**src/rtl/clk_fx_pkg.sv**
```systemverilog
`default_nettype none
// ============================================================================
// Module   : clk_fx_pkg
// Purpose  : Shared defaults and width helper for the clk_fx_gen slice.
// Revision : 1.0 - initial release
// ============================================================================
package clk_fx_pkg;

  localparam int CLKFX_M_DEF     = 25;
  localparam int CLKFX_D_DEF     = 32;
  localparam int LOCK_CYCLES_DEF = 16;
  localparam int LOCK_CNT_W      = 16;

  // One bit wider than needed for D-1, so acc + M (at most 2D-1) never wraps.
  function automatic int acc_width(input int d);
    return (d <= 1) ? 1 : $clog2(d) + 1;
  endfunction

endpackage
`default_nettype wire

```
**src/rtl/clk_fx_gen_if.sv**
```systemverilog
`default_nettype none
// ============================================================================
// Module   : clk_fx_gen_if
// Purpose  : Output bundle of the fractional clock-enable generator.
// Revision : 1.0 - initial release
// ============================================================================
interface clk_fx_gen_if;

  logic CLK0;
  logic CLKFX_EN;
  logic CLKFX_TGL;
  logic LOCKED;

  modport master (
    output CLK0,
    output CLKFX_EN,
    output CLKFX_TGL,
    output LOCKED
  );

  modport slave (
    input CLK0,
    input CLKFX_EN,
    input CLKFX_TGL,
    input LOCKED
  );

endinterface
`default_nettype wire

```
**src/rtl/clk_fx_lock_timer.sv**
```systemverilog
`default_nettype none
// ============================================================================
// Module   : clk_fx_lock_timer
// Purpose  : Saturating post-reset counter that raises locked after
//            LOCK_CYCLES edges and holds it until reset.
// Revision : 1.0 - initial release
// ============================================================================
module clk_fx_lock_timer
  import clk_fx_pkg::*;
#(
  parameter int LOCK_CYCLES = LOCK_CYCLES_DEF
) (
  input  logic CLKIN,
  input  logic RST_N,
  output logic locked
);

  localparam logic [LOCK_CNT_W-1:0] LAST_CNT = LOCK_CNT_W'(LOCK_CYCLES - 1);

  logic [LOCK_CNT_W-1:0] count;

  // Counting stops once locked, leaving count parked at LOCK_CYCLES.
  always_ff @(posedge CLKIN or negedge RST_N) begin
    if (!RST_N) begin
      count  <= '0;
      locked <= 1'b0;
    end else if (!locked) begin
      count <= count + 1'b1;
      if (count == LAST_CNT) begin
        locked <= 1'b1;
      end
    end
  end

endmodule
`default_nettype wire

```
**src/rtl/clk_fx_gen.sv**
```systemverilog
`default_nettype none
// ============================================================================
// Module   : clk_fx_gen
// Purpose  : DCM_SP CLKFX stand-in: phase-accumulator clock enable giving
//            CLKFX_MULTIPLY pulses per CLKFX_DIVIDE cycles of CLKIN.
// Options  : CLKFX_GEN_LOCK_GATE_EN - hold the accumulator until LOCKED.
// Revision : 1.0 - initial release
// ============================================================================
module clk_fx_gen
  import clk_fx_pkg::*;
#(
  parameter int CLKFX_MULTIPLY = CLKFX_M_DEF,
  parameter int CLKFX_DIVIDE   = CLKFX_D_DEF,
  parameter int LOCK_CYCLES    = LOCK_CYCLES_DEF
) (
  input  logic          CLKIN,
  input  logic          RST_N,
  input  logic          CLKFB,
  clk_fx_gen_if.master  fx
);

  localparam int              ACC_W = acc_width(CLKFX_DIVIDE);
  localparam logic [ACC_W-1:0] M_W  = ACC_W'(CLKFX_MULTIPLY);
  localparam logic [ACC_W-1:0] D_W  = ACC_W'(CLKFX_DIVIDE);

  generate
    if (CLKFX_MULTIPLY < 1 || CLKFX_DIVIDE < 1 || CLKFX_DIVIDE > 256 ||
        CLKFX_MULTIPLY > 255 || CLKFX_MULTIPLY > CLKFX_DIVIDE) begin : g_bad_ratio
      $error("clk_fx_gen: illegal ratio M=%0d D=%0d", CLKFX_MULTIPLY, CLKFX_DIVIDE);
    end
    if (LOCK_CYCLES < 1 || LOCK_CYCLES > 65535) begin : g_bad_lock
      $error("clk_fx_gen: illegal LOCK_CYCLES=%0d", LOCK_CYCLES);
    end
  endgenerate

  logic [ACC_W-1:0] acc;
  logic [ACC_W-1:0] acc_next;
  logic [ACC_W-1:0] sum;
  logic             fx_en;
  logic             fx_en_next;
  logic             fx_tgl;
  logic             fx_tgl_next;
  logic             locked;
  logic             run;

  // Feedback pin exists only so the port list matches the DCM primitive.
  logic unused_clkfb;
  assign unused_clkfb = CLKFB;

  clk_fx_lock_timer #(
    .LOCK_CYCLES (LOCK_CYCLES)
  ) u_lock_timer (
    .CLKIN  (CLKIN),
    .RST_N  (RST_N),
    .locked (locked)
  );

`ifdef CLKFX_GEN_LOCK_GATE_EN
  assign run = locked;
`else
  assign run = 1'b1;
`endif

  always_comb begin
    acc_next    = acc;
    fx_en_next  = 1'b0;
    fx_tgl_next = fx_tgl;
    sum         = acc + M_W;
    if (run) begin
      if (sum >= D_W) begin
        acc_next    = sum - D_W;
        fx_en_next  = 1'b1;
        fx_tgl_next = ~fx_tgl;
      end else begin
        acc_next = sum;
      end
    end
  end

  always_ff @(posedge CLKIN or negedge RST_N) begin
    if (!RST_N) begin
      acc    <= '0;
      fx_en  <= 1'b0;
      fx_tgl <= 1'b0;
    end else begin
      acc    <= acc_next;
      fx_en  <= fx_en_next;
      fx_tgl <= fx_tgl_next;
    end
  end

  assign fx.CLK0      = CLKIN;
  assign fx.CLKFX_EN  = fx_en;
  assign fx.CLKFX_TGL = fx_tgl;
  assign fx.LOCKED    = locked;

endmodule
`default_nettype wire

```
**src/flat_wrapper.sv**
```systemverilog
// flat-port wrapper written by rule: the top's interface ports become plain ports
module clk_fx_gen_flat import clk_fx_pkg::*;
#(
  parameter int CLKFX_MULTIPLY = CLKFX_M_DEF,
  parameter int CLKFX_DIVIDE   = CLKFX_D_DEF,
  parameter int LOCK_CYCLES    = LOCK_CYCLES_DEF
)
  (CLKIN, RST_N, CLKFB, fx_CLK0, fx_CLKFX_EN, fx_CLKFX_TGL, fx_LOCKED);
  clk_fx_gen_if fx_i ();
  input  logic CLKIN;
  input  logic RST_N;
  input  logic CLKFB;
  output wire logic [$bits(fx_i.CLK0)-1:0] fx_CLK0;
  output wire logic [$bits(fx_i.CLKFX_EN)-1:0] fx_CLKFX_EN;
  output wire logic [$bits(fx_i.CLKFX_TGL)-1:0] fx_CLKFX_TGL;
  output wire logic [$bits(fx_i.LOCKED)-1:0] fx_LOCKED;
  assign fx_CLK0 = fx_i.CLK0;
  assign fx_CLKFX_EN = fx_i.CLKFX_EN;
  assign fx_CLKFX_TGL = fx_i.CLKFX_TGL;
  assign fx_LOCKED = fx_i.LOCKED;
  clk_fx_gen #(.CLKFX_MULTIPLY(CLKFX_MULTIPLY), .CLKFX_DIVIDE(CLKFX_DIVIDE), .LOCK_CYCLES(LOCK_CYCLES)) u_core (.CLKIN(CLKIN), .RST_N(RST_N), .CLKFB(CLKFB), .fx(fx_i));
endmodule
```
**config.mk**
```make
export PLATFORM = sky130hd
export DESIGN_NAME = clk_fx_gen_flat
export DESIGN_NICKNAME = d
export VERILOG_FILES = /design/src/rtl/clk_fx_pkg.sv /design/src/rtl/clk_fx_gen_if.sv /design/src/rtl/clk_fx_lock_timer.sv /design/src/rtl/clk_fx_gen.sv /design/src/flat_wrapper.sv
export SDC_FILE = /design/constraint.sdc
export NUM_CORES = 1
export LEC_CHECK = 0
export BUFFER_PORTS_ARGS = -buffer_cell sky130_fd_sc_hd__clkbuf_2
export CAP_MARGIN = 20
export CELL_PAD_IN_SITES_DETAIL_PLACEMENT = 0
export CELL_PAD_IN_SITES_GLOBAL_PLACEMENT = 1
export CORE_MARGIN = 2
export CORE_UTILIZATION = 30
export CTS_BUF_LIST = sky130_fd_sc_hd__clkbuf_2
export DETAILED_ROUTE_END_ITERATION = 6
export PLACE_DENSITY = 0.58
export REMOVE_ABC_BUFFERS = 1
export SETUP_SLACK_MARGIN = 0.02
export SLEW_MARGIN = 20
export SYNTH_ARGS = -nofsm -noshare
export SYNTH_HDL_FRONTEND = slang
export SYNTH_SLANG_ARGS = --single-unit
```
**constraint.sdc**
```tcl
create_clock -name CLKIN -period 4.4 [get_ports CLKIN]
set_clock_uncertainty 0.1 [all_clocks]
set_input_delay 0.44 -clock CLKIN [delete_from_list [all_inputs] [get_ports CLKIN]]
set_output_delay 0.44 -clock CLKIN [all_outputs]
set_load 0.01 [all_outputs]
```
==> metrics.log, run 1 <==
[metrics] slack of the worst reg-to-reg path: 2.80 ns
[metrics] number of buffers created by CTS: 3
[metrics] total number of vias: 657
[metrics] cell types occupying the most area after synthesis: sky130_fd_sc_hd__dfrtp_1 56%, sky130_fd_sc_hd__xor2_1 8.6%, sky130_fd_sc_hd__xnor2_1 6.2%
[metrics] worst min-delay path category: register to register
[metrics] Hold Fails Final Rpt: 0
[metrics] Root Driver: sky130_fd_sc_hd__clkbuf_2
[metrics] number of levels in the clock H-tree: 1
[metrics] total global routing track utilization: 9.14%
[metrics] setup repair after global routing missed its margin: false
[metrics] Cell Count, Final, Fillers Out: 144
[metrics] Setup Viol. Count Final: 0
[metrics] total negative slack: 0 ns
[metrics] synthesized instance count: 89
[metrics] critical path data arrival time: 2.66 ns
[metrics] HPWL after DPL: 1190 um
[metrics] Leak: 0.000596 uW
[metrics] starting density of the core: 30.9%
[metrics] initial detailed-routing violation count: 15
[metrics] MaxCap Viol Count: 0
[metrics] capturing element of the worst setup path: fx_CLK0
[metrics] run status: completed
[metrics] pin count of the biggest net entering global routing: 26
[metrics] core occupancy in the finished layout: 33.6%
[metrics] areal power density over the cells: 292 nW/um2
[metrics] sequential cell area fraction in the yosys report: 55.7%
[metrics] max-slew violation count: 0
[metrics] number of gates given a new drive strength after cts: 0
[metrics] prevailing post-synth register cell: sky130_fd_sc_hd__dfrtp_1
[metrics] Std-Cell Rows: 22
[metrics] io pins: 7
[metrics] # fillers: 379
[metrics] TritonCTS clock tree: yes
[metrics] Worst EP required: 3.86 ns
[metrics] dpl cells: 139
[metrics] wire length of the first global-routing pass: 2980 um
[metrics] diode count: 0
[metrics] number of global-route vias before repair: 657
[metrics] register bit count reported by yosys: 25
[metrics] Clk Latency, worst-skew pair: 0.34 ns
[metrics] WL per Instance: 11.8 um
[metrics] number of buffers inserted by post-CTS setup repair: 0
[metrics] GRT overflow: 0
[metrics] Register-to-Register Path Depth: 4
[metrics] kind of critical path: clock port to output pin
[metrics] clock transition time at the flip-flop clock pins of the worst setup and hold paths: 0.22 ns
[metrics] routed wire length: 1700 um
[metrics] Overall Power: 356 uW
[metrics] destination of the worst register-to-register timing path: u_core.u_lock_timer.count[14]$_DFFE_PN0N_
[metrics] number of antenna violations at the first check in global routing: 0
[metrics] cell area reported after detailed placement: 1190 um2
[metrics] average vias per placed instance: 4.56
[metrics] die outline area: 4250 um2
[metrics] cell type with the largest total area after synthesis: sky130_fd_sc_hd__dfrtp_1
[metrics] Worst Setup Start Kind: clock port
[metrics] number of distinct library cells after synthesis: 28
[metrics] launch point of the worst reg-to-reg path: u_core.u_lock_timer.count[0]$_DFFE_PN0N_
[metrics] worst rel slew slack: 59.5%
[metrics] Worst VDD drop: 0.000153 V
[metrics] detailed-router iteration count before antenna repair: 4
[metrics] Setup crit start: CLKIN
[metrics] DRC viols: 0
[metrics] total core area: 3630 um2
[metrics] Post-Synthesis Cell Area: 1120 um2
[metrics] placer congestion estimate: 0.766
[metrics] maximum fanout along the worst path: 13
[metrics] post-layout instance area: 1220 um2
[metrics] Critical Path End Type: output pin
[metrics] synthesized area per cell: 12.6 um2
[metrics] number of synthesized flops with an enable pin: 0
[metrics] number of warning messages in the yosys log: 0
[metrics] buffer levels on the longest clock path: 2
[metrics] die span in x: 65.2 um
[metrics] final layout net count: 103
[metrics] most frequent cells after synthesis: 25 x sky130_fd_sc_hd__dfrtp_1, 11 x sky130_fd_sc_hd__xor2_1, 8 x sky130_fd_sc_hd__xnor2_1, 5 x sky130_fd_sc_hd__nand2_1, 5 x sky130_fd_sc_hd__nor4_1
[metrics] proportion of synthesized flip-flops having asynchronous set or reset: 100%
[metrics] share of the synthesized area in the top cell type: 55.7%
[metrics] input/output buffers: 5
[metrics] vertical die dimension: 65.2 um
[metrics] transition at the pin with the smallest max-transition slack: 0.608 ns
[metrics] layout-stage area growth over the synthesis result: 8.70%
[metrics] start point of the worst min-delay path: u_core.u_lock_timer.count[15]$_DFFE_PN0N_
[metrics] share of final-layout standard cells stronger than drive strength 1: 13.5%
[metrics] remaining antenna violation count: 0
[metrics] most frequent cell after synthesis: sky130_fd_sc_hd__dfrtp_1
## power by group
group	switching [uW]	internal [uW]	total, uW
logic	10.2	6.54	16.8
registers	3.81	236	240
clock network	74.2	25.6	99.8
## kinds of logic after synthesis
group | share of synthesized area, %
other | 0.334
buffers and inverters | 2.45
and+or+nand+nor | 18.7
adders and majority gates | 3.34
DFF | 55.7
xor gates and xnor gates | 16.3
muxes | 1.00
AOI/OAI and AO/OA | 2.12
## what timing repair did
action | in CTS | in global routing
setup endpoints to repair | 0 | 0
endpoints found under the hold margin | 25 | 0
hold buffers | 1 | 0
## layout by cell type, fill, tap and decap left out
cell type                       netlist  final
sky130_fd_sc_hd__nor4_1               5      5
sky130_fd_sc_hd__dfrtp_1             25     25
sky130_fd_sc_hd__and3b_1              1      1
sky130_fd_sc_hd__nand4_1              3      3
sky130_fd_sc_hd__conb_1               1      1
sky130_fd_sc_hd__nor4b_1              1      1
sky130_fd_sc_hd__nand2b_1             1      1
sky130_fd_sc_hd__nand4b_1             1      1
sky130_fd_sc_hd__nand2_1              5      5
sky130_fd_sc_hd__clkbuf_2             0      8
sky130_fd_sc_hd__a41o_1               1      1
sky130_fd_sc_hd__ha_1                 3      3
sky130_fd_sc_hd__mux2_2               1      1
sky130_fd_sc_hd__or4_4                1      1
sky130_fd_sc_hd__dlygate4sd3_1        0      1
sky130_fd_sc_hd__and4b_1              1      1
sky130_fd_sc_hd__nand4b_4             1      1
sky130_fd_sc_hd__a311oi_1             1      1
sky130_fd_sc_hd__xor2_1              11     11
sky130_fd_sc_hd__xnor2_1              8      8
sky130_fd_sc_hd__inv_1                3      3
sky130_fd_sc_hd__a21oi_1              1      1
sky130_fd_sc_hd__clkinv_1             0      1
sky130_fd_sc_hd__nand3_1              3      3
sky130_fd_sc_hd__xnor2_2              1      1
sky130_fd_sc_hd__nor3_1               4      4
sky130_fd_sc_hd__nand4_4              1      1
sky130_fd_sc_hd__nor2_1               2      2
## area by class of cell
class	instances	area (um2)	share of cell area [%]
multi-input combinational	58	469	38.5
clock inverter	1	3.75	0.308
inverter	3	11.3	0.923
timing repair buffer	5	30.0	2.46
sequential	25	626	51.3
clock buffer	4	20.0	1.64
tap	48	60.1	4.92
## layer usage
metal / global-route usage [%] / part of all wire, % / up-vias / wire length (um)
met2: 14.7 / 46 / 8 / 787
met3: 2.57 / 2.4 / 2 / 41
met5: 0 / 0 / - / 0
li1: - / - / 323 / -
met1: 11.9 / 50 / 324 / 849
met4: 3.13 / 1.1 / 0 / 19
## flip-flops by register name (all words and copies together) (netlist names)
name	count
u_core.u_lock_timer.count	16
u_core.acc	6
u_core.fx.CLKFX_TGL	1
u_core.u_lock_timer.locked	1
u_core.fx.CLKFX_EN	1
## critical path: stages
cell and delay (ns):
sky130_fd_sc_hd__clkbuf_2 0.10, sky130_fd_sc_hd__clkbuf_2 0.19, sky130_fd_sc_hd__clkbuf_2 0.16
## per-stage QoR
step / setup WS (ns) / hold slack [ns]
2_1_floorplan: 1.66 / 0.0444
3_3_place_gp: 1.56 / 0.356
3_5_place_dp: 1.56 / 0.366
4_1_cts: 1.16 / 0.396
5_1_grt: 1.15 / 0.428
6_report: 1.20 / 0.387
## worst min path at each step
stage                                                     end  slack (ns)  depth (start not counted)
finish              u_core.u_lock_timer.count[15]$_DFFE_PN0N_        0.39                          1
global route                     u_core.fx.CLKFX_EN$_DFF_PN0_        0.43                          1
CTS                 u_core.u_lock_timer.count[15]$_DFFE_PN0N_        0.40                          1
detailed placement  u_core.u_lock_timer.count[15]$_DFFE_PN0N_        0.37                          1
global placement              u_core.fx.CLKFX_TGL$_DFFE_PN0P_        0.36                          1
floorplan                             u_core.acc[0]$_DFF_PN0_        0.04                          0
Note: power is estimated with default switching activity, not from simulation.
==> run 2, diff against run 1 <==
- PLACE_DENSITY: 0.58 -> 0.6
- clock period: 4.4 -> 2.6 ns (I/O delays scaled with it)
==> run 2 against run 1 <==
Worst setup slack worse by 0.73 ns. Combinational power is 71% higher. Utilization stayed put.
==> metrics.log, run 2 (synthesis results as in run 1) <==
[metrics] Leak: 0.000596 uW
[metrics] Worst Setup Start Kind: clock port
[metrics] number of levels in the clock H-tree: 1
[metrics] post-layout instance area: 1220 um2
[metrics] cell area reported after detailed placement: 1190 um2
[metrics] die outline area: 4250 um2
[metrics] number of gates given a new drive strength after cts: 0
[metrics] Setup crit start: CLKIN
[metrics] Clk Latency, worst-skew pair: 0.34 ns
[metrics] Multi-input gate area: 469 um2
[metrics] final layout net count: 103
[metrics] worst rel slew slack: 58.1%
[metrics] max-slew violation count: 0
[metrics] registers with the most flip-flops: u_core.u_lock_timer.count x16, u_core.acc x6
[metrics] Fin Hold WS: 0.325 ns
[metrics] most frequent cells in the layout: 25 x sky130_fd_sc_hd__dfrtp_1, 11 x sky130_fd_sc_hd__xor2_1, 8 x sky130_fd_sc_hd__xnor2_1, 8 x sky130_fd_sc_hd__clkbuf_2
[metrics] most frequent standard cell in the layout excluding fill and tap cells: sky130_fd_sc_hd__dfrtp_1
[metrics] global route hottest layer: met2
[metrics] Setup Viol. Count Final: 0
[metrics] least setup slack across all paths after layout: 0.469 ns
[metrics] pre-CTS WS: 0.838 ns
[metrics] storage element area: 626 um2
[metrics] TritonCTS clock tree: yes
[metrics] Global Route met3 Usage: 1.54%
[metrics] average vias per placed instance: 4.57
[metrics] die span in x: 65.2 um
[metrics] Critical Path End Type: output pin
[metrics] Post-CTS Hold Buffers: 1
[metrics] worst min-delay path category: input pin to asynchronous set/reset pin
[metrics] Worst VDD drop: 0.000279 V
[metrics] MaxCap Viol Count: 0
[metrics] share of final-layout standard cells stronger than drive strength 1: 13.5%
[metrics] layout-stage area growth over the synthesis result: 8.70%
[metrics] Hold Fails Final Rpt: 0
[metrics] register bank with the most flops: u_core.u_lock_timer.count
[metrics] Worst EP required: 2.24 ns
[metrics] input/output buffers: 5
[metrics] kind of critical path: clock port to output pin
[metrics] flip-flop count of the largest register after layout: 16
[metrics] number of buffers inserted by post-CTS setup repair: 0
[metrics] buffer levels on the longest clock path: 2
[metrics] total global routing track utilization: 9.80%
[metrics] Register-to-Register Path Depth: 3
[metrics] initial detailed-routing violation count: 6
[metrics] routed wire length: 1790 um
[metrics] launch point of the worst reg-to-reg path: u_core.u_lock_timer.locked$_DFF_PN0_
[metrics] met2 usage in global routing: 15.4%
[metrics] vertical die dimension: 65.2 um
[metrics] capturing element of the worst setup path: fx_CLK0
[metrics] HPWL after DPL: 1220 um
[metrics] GRT overflow: 0
[metrics] pin count of the biggest net entering global routing: 26
[metrics] destination of the worst register-to-register timing path: u_core.u_lock_timer.count[9]$_DFFE_PN0N_
[metrics] WL per Instance: 12.4 um
[metrics] areal power density over the cells: 494 nW/um2
[metrics] starting density of the core: 30.9%
[metrics] transition at the pin with the smallest max-transition slack: 0.628 ns
[metrics] # fillers: 385
[metrics] io pins: 7
[metrics] Overall Power: 603 uW
[metrics] diode count: 0
[metrics] placer congestion estimate: 0.677
[metrics] number of buffers created by CTS: 3
[metrics] remaining antenna violation count: 0
[metrics] number of antenna violations at the first check in global routing: 0
[metrics] maximum fanout along the worst path: 13
[metrics] Std-Cell Rows: 22
[metrics] detailed-router iteration count before antenna repair: 4
[metrics] total core area: 3630 um2
[metrics] wire length of the first global-routing pass: 3160 um
[metrics] met1 demand-to-capacity share in global routing: 12.9%
[metrics] Root Driver: sky130_fd_sc_hd__clkbuf_2
[metrics] clock transition time at the flip-flop clock pins of the worst setup and hold paths: 0.23 ns
[metrics] critical path data arrival time: 1.77 ns
[metrics] DRC viols: 0
[metrics] total number of vias: 658
[metrics] setup repair after global routing missed its margin: false
[metrics] run status: completed
[metrics] total negative slack: 0 ns
[metrics] number of global-route vias before repair: 677
[metrics] slack of the worst reg-to-reg path: 1.02 ns
## run 2: per-layer routing
| layer | vias up | wire, um | part of all wire [%] |
|---|---|---|---|
| met5 | - | 0 | 0 |
| met4 | 0 | 29 | 1.6 |
| met3 | 4 | 31 | 1.7 |
| met2 | 5 | 829 | 46 |
| met1 | 325 | 899 | 50 |
| li1 | 324 | - | - |
## run 2: worst max-delay path: stages
cell and delay [ns]:
sky130_fd_sc_hd__clkbuf_2 0.10, sky130_fd_sc_hd__clkbuf_2 0.20, sky130_fd_sc_hd__clkbuf_2 0.17
## run 2: final cells by class
type,instances,area share [%]
Multi-Input combinational cell,58,38.5
Inverter,3,0.923
Clock buffer,4,1.64
Timing Repair Buffer,5,2.46
Tap cell,48,4.92
Clock inverter,1,0.308
Sequential cell,25,51.3
## run 2: report_power, final
group / leakage [uW] / total [uW] / internal [uW] / switching (uW)
clock: 0.0000182 / 170 / 43.4 / 126
sequential: 0.000323 / 404 / 399 / 5.40
combinational: 0.000255 / 28.7 / 11.1 / 17.6
total: 0.000596 / 603 / 454 / 149
## run 2: how the worst min path moves through the flow
stage | startpoint | end | slack [ns] | cells past startpoint
final | RST_N | u_core.u_lock_timer.count[6]$_DFFE_PN0N_ | 0.33 | 2
after global placement | RST_N | u_core.acc[1]$_DFF_PN0_ | 0.20 | 1
after floorplan | RST_N | u_core.acc[0]$_DFF_PN0_ | -0.14 | 0
after detailed placement | RST_N | u_core.acc[1]$_DFF_PN0_ | 0.21 | 1
after global routing | RST_N | u_core.u_lock_timer.count[0]$_DFFE_PN0N_ | 0.35 | 2
after CTS | RST_N | u_core.acc[1]$_DFF_PN0_ | 0.32 | 2
## run 2: stage by stage
step / cells / utilization, %
final: 144 / 33.6
after CTS: 144 / 33.6
after global routing: 144 / 33.6
after global placement: 139 / 32.8
after detailed placement: 139 / 32.8
after floorplan: 86 / -
==> run 3, diff against run 2 <==
- ABC_AREA: not set -> 1
- PLACE_DENSITY: 0.6 -> 0.63
- clock period: 2.6 -> 1.9 ns (I/O delays scaled with it)
==> run 3 against run 2 <==
Combinational power is 11% lower. Synthesized cell count is 65% higher. Via count is 34% higher.
==> metrics.log, run 3 <==
[metrics] sum of routed wire segments on met1: 1060 um
[metrics] launch point of the worst reg-to-reg path: u_core.u_lock_timer.count[0]$_DFFE_PN0N_
[metrics] TritonCTS clock tree: yes
[metrics] number of buffers inserted by post-CTS setup repair: 0
[metrics] multiplexer share of the synthesized area: 0%
[metrics] starting density of the core: 31.2%
[metrics] kind of critical path: clock port to output pin
[metrics] average vias per placed instance: 4.27
[metrics] WL per Instance: 10.4 um
[metrics] MaxCap Viol Count: 0
[metrics] share of final-layout standard cells stronger than drive strength 1: 15.4%
[metrics] most frequent cells after synthesis: 36 x sky130_fd_sc_hd__nand2_1, 26 x sky130_fd_sc_hd__inv_1, 25 x sky130_fd_sc_hd__dfrtp_1, 13 x sky130_fd_sc_hd__nand3_1, 10 x sky130_fd_sc_hd__xor2_1
[metrics] most frequent standard cell in the layout excluding fill and tap cells: sky130_fd_sc_hd__nand2_1
[metrics] number of gates given a new drive strength after cts: 0
[metrics] most frequent cells in the layout: 36 x sky130_fd_sc_hd__nand2_1, 26 x sky130_fd_sc_hd__inv_1, 25 x sky130_fd_sc_hd__dfrtp_1, 13 x sky130_fd_sc_hd__nand3_1, 10 x sky130_fd_sc_hd__xor2_1
[metrics] highest routed layer: met4
[metrics] run status: completed
[metrics] synthesized-area fraction occupied by adder cells: 2.98%
[metrics] routed wire length: 2140 um
[metrics] placer congestion estimate: 0.752
[metrics] pre-CTS WS: 0.456 ns
[metrics] transition at the pin with the smallest max-transition slack: 0.633 ns
[metrics] areal power density over the cells: 679 nW/um2
[metrics] synthesized instance count: 147
[metrics] total core area: 4030 um2
[metrics] Leak: 0.000727 uW
[metrics] Worst Setup Start Kind: clock port
[metrics] Root Driver: sky130_fd_sc_hd__clkbuf_2
[metrics] max-slew violation count: 0
[metrics] wire length of the first global-routing pass: 3860 um
[metrics] Synth Area in Simple Gates: 27.9%
[metrics] number of synthesized flops with an enable pin: 0
[metrics] least setup slack across all paths after layout: 0.184 ns
[metrics] pin count of the biggest net entering global routing: 26
[metrics] diode count: 0
[metrics] prevailing post-synth register cell: sky130_fd_sc_hd__dfrtp_1
[metrics] slack of the worst reg-to-reg path: 0.44 ns
[metrics] proportion of synthesized flip-flops having asynchronous set or reset: 100%
[metrics] worst rel slew slack: 57.8%
[metrics] number of distinct library cells after synthesis: 20
[metrics] Critical Path End Type: output pin
[metrics] final layout net count: 163
[metrics] number of buffers created by CTS: 3
[metrics] Clk Latency, worst-skew pair: 0.36 ns
[metrics] compound-gate portion of the synthesized area: 1.09%
[metrics] sum of met2 wire segment lengths after detailed routing: 1000 um
[metrics] initial detailed-routing violation count: 27
[metrics] setup repair after global routing missed its margin: false
[metrics] worst min-delay path category: input pin to asynchronous set/reset pin
[metrics] maximum fanout along the worst path: 12
[metrics] total number of vias: 879
[metrics] Worst VDD drop: 0.000310 V
[metrics] Hold Fails Final Rpt: 0
[metrics] Worst EP required: 1.61 ns
[metrics] total global routing track utilization: 11.2%
[metrics] registers with the most flip-flops: u_core.u_lock_timer.count x16, u_core.acc x6
[metrics] cell type with the largest total area after synthesis: sky130_fd_sc_hd__dfrtp_1
[metrics] Std-Cell Rows: 23
[metrics] number of levels in the clock H-tree: 1
[metrics] Post-Synthesis Cell Area: 1260 um2
[metrics] io pins: 7
[metrics] cell types occupying the most area after synthesis: sky130_fd_sc_hd__dfrtp_1 50%, sky130_fd_sc_hd__nand2_1 11%, sky130_fd_sc_hd__inv_1 7.8%
[metrics] flip-flop count of the largest register after layout: 16
[metrics] total negative slack: 0 ns
[metrics] buffer levels on the longest clock path: 2
[metrics] destination of the worst register-to-register timing path: u_core.u_lock_timer.count[14]$_DFFE_PN0N_
[metrics] register bank with the most flops: u_core.u_lock_timer.count
[metrics] HPWL after DPL: 1640 um
[metrics] share of the synthesized area in the top cell type: 49.7%
[metrics] number of global-route vias before repair: 877
[metrics] synthesized area per cell: 8.56 um2
[metrics] Register-to-Register Path Depth: 8
[metrics] critical path data arrival time: 1.43 ns
[metrics] GRT overflow: 0
[metrics] sum of met3 wire segment lengths after detailed routing: 34 um
[metrics] DRC viols: 0
[metrics] Setup Viol. Count Final: 0
[metrics] die outline area: 4730 um2
[metrics] layout-stage area growth over the synthesis result: 10.7%
[metrics] xor and xnor area share after synthesis: 9.05%
[metrics] number of antenna violations at the first check in global routing: 0
[metrics] most frequent cell after synthesis: sky130_fd_sc_hd__nand2_1
[metrics] register bit count reported by yosys: 25
[metrics] remaining antenna violation count: 0
[metrics] clock transition time at the flip-flop clock pins of the worst setup and hold paths: 0.24 ns
[metrics] vertical die dimension: 68.8 um
[metrics] die span in x: 68.8 um
[metrics] number of warning messages in the yosys log: 0
[metrics] main combinational cell family by area after synthesis: simple AND/OR/NAND/NOR gates
[metrics] sequential cell area fraction in the yosys report: 49.7%
[metrics] input/output buffers: 5
[metrics] detailed-router iteration count before antenna repair: 4
-- run 3: per-layer routing --
metal	GRT usage [%]	up-vias
met5	0	-
li1	-	458
met1	14.9	411
met3	1.95	5
met4	5.39	0
met2	17.7	5
-- run 3: where the power goes --
| group | switching, uW | internal [uW] |
|---|---|---|
| sequential | 3.20 | 539 |
| combinational | 18.2 | 7.35 |
| clock | 185 | 195 |
| total | 206 | 741 |
-- run 3: repair_timing --
action / CTS / global route
hold buffers: 1 / 0
endpoints found under the setup margin: 0 / 0
hold endpoints to repair: 25 / 0
-- run 3: worst max path at each step --
stage	startpoint	endpoint	slack, ns
global route	CLKIN	fx_CLK0	0.13
finish	CLKIN	fx_CLK0	0.18
floorplan	u_core.u_lock_timer.count[0]$_DFFE_PN0N_	u_core.u_lock_timer.count[14]$_DFFE_PN0N_	0.59
CTS	CLKIN	fx_CLK0	0.17
detailed placement	u_core.u_lock_timer.count[0]$_DFFE_PN0N_	u_core.u_lock_timer.count[14]$_DFFE_PN0N_	0.46
global placement	u_core.u_lock_timer.count[0]$_DFFE_PN0N_	u_core.u_lock_timer.count[14]$_DFFE_PN0N_	0.46
-- run 3: per-stage QoR --
| stage | hold slack [ns] | instances | cell area [um2] | power, uW | util (%) |
|---|---|---|---|---|---|
| global route | 0.249 | 206 | 1390 | 998 | 34.6 |
| floorplan | -0.206 | 146 | 1250 | 558 | - |
| finish | 0.233 | 206 | 1390 | 947 | 34.6 |
| CTS | 0.251 | 206 | 1390 | 963 | 34.6 |
| detailed placement | 0.147 | 201 | 1340 | 608 | 33.2 |
| global placement | 0.139 | 201 | 1340 | 607 | 33.2 |
-- run 3: worst max-delay path, cell delays in order --
cell	delay (ns)
sky130_fd_sc_hd__clkbuf_2	0.10
sky130_fd_sc_hd__clkbuf_2	0.20
sky130_fd_sc_hd__clkbuf_2	0.17
-- run 3: final cells by class --
type / count / area [um2]
fill: 426 / 2640
sequential: 25 / 626
multi-input combinational: 93 / 520
inverter: 28 / 105
tap: 50 / 62.6
clock inverter: 1 / 30.0
timing repair buffer: 5 / 30.0
clock buffer: 4 / 20.0
-- run 3: kinds of logic (layout without fill, tap and decap cells) --
logic type / count (synthesis) / after routing
flip-flops: 25 / 25
AO/OA/AOI/OAI: 2 / 2
buffers and inverters: 29 / 38
adder cells (fa/ha/maj): 3 / 3
AND/OR/NAND/NOR: 74 / 74
other: 1 / 1
XOR/XNOR: 13 / 13
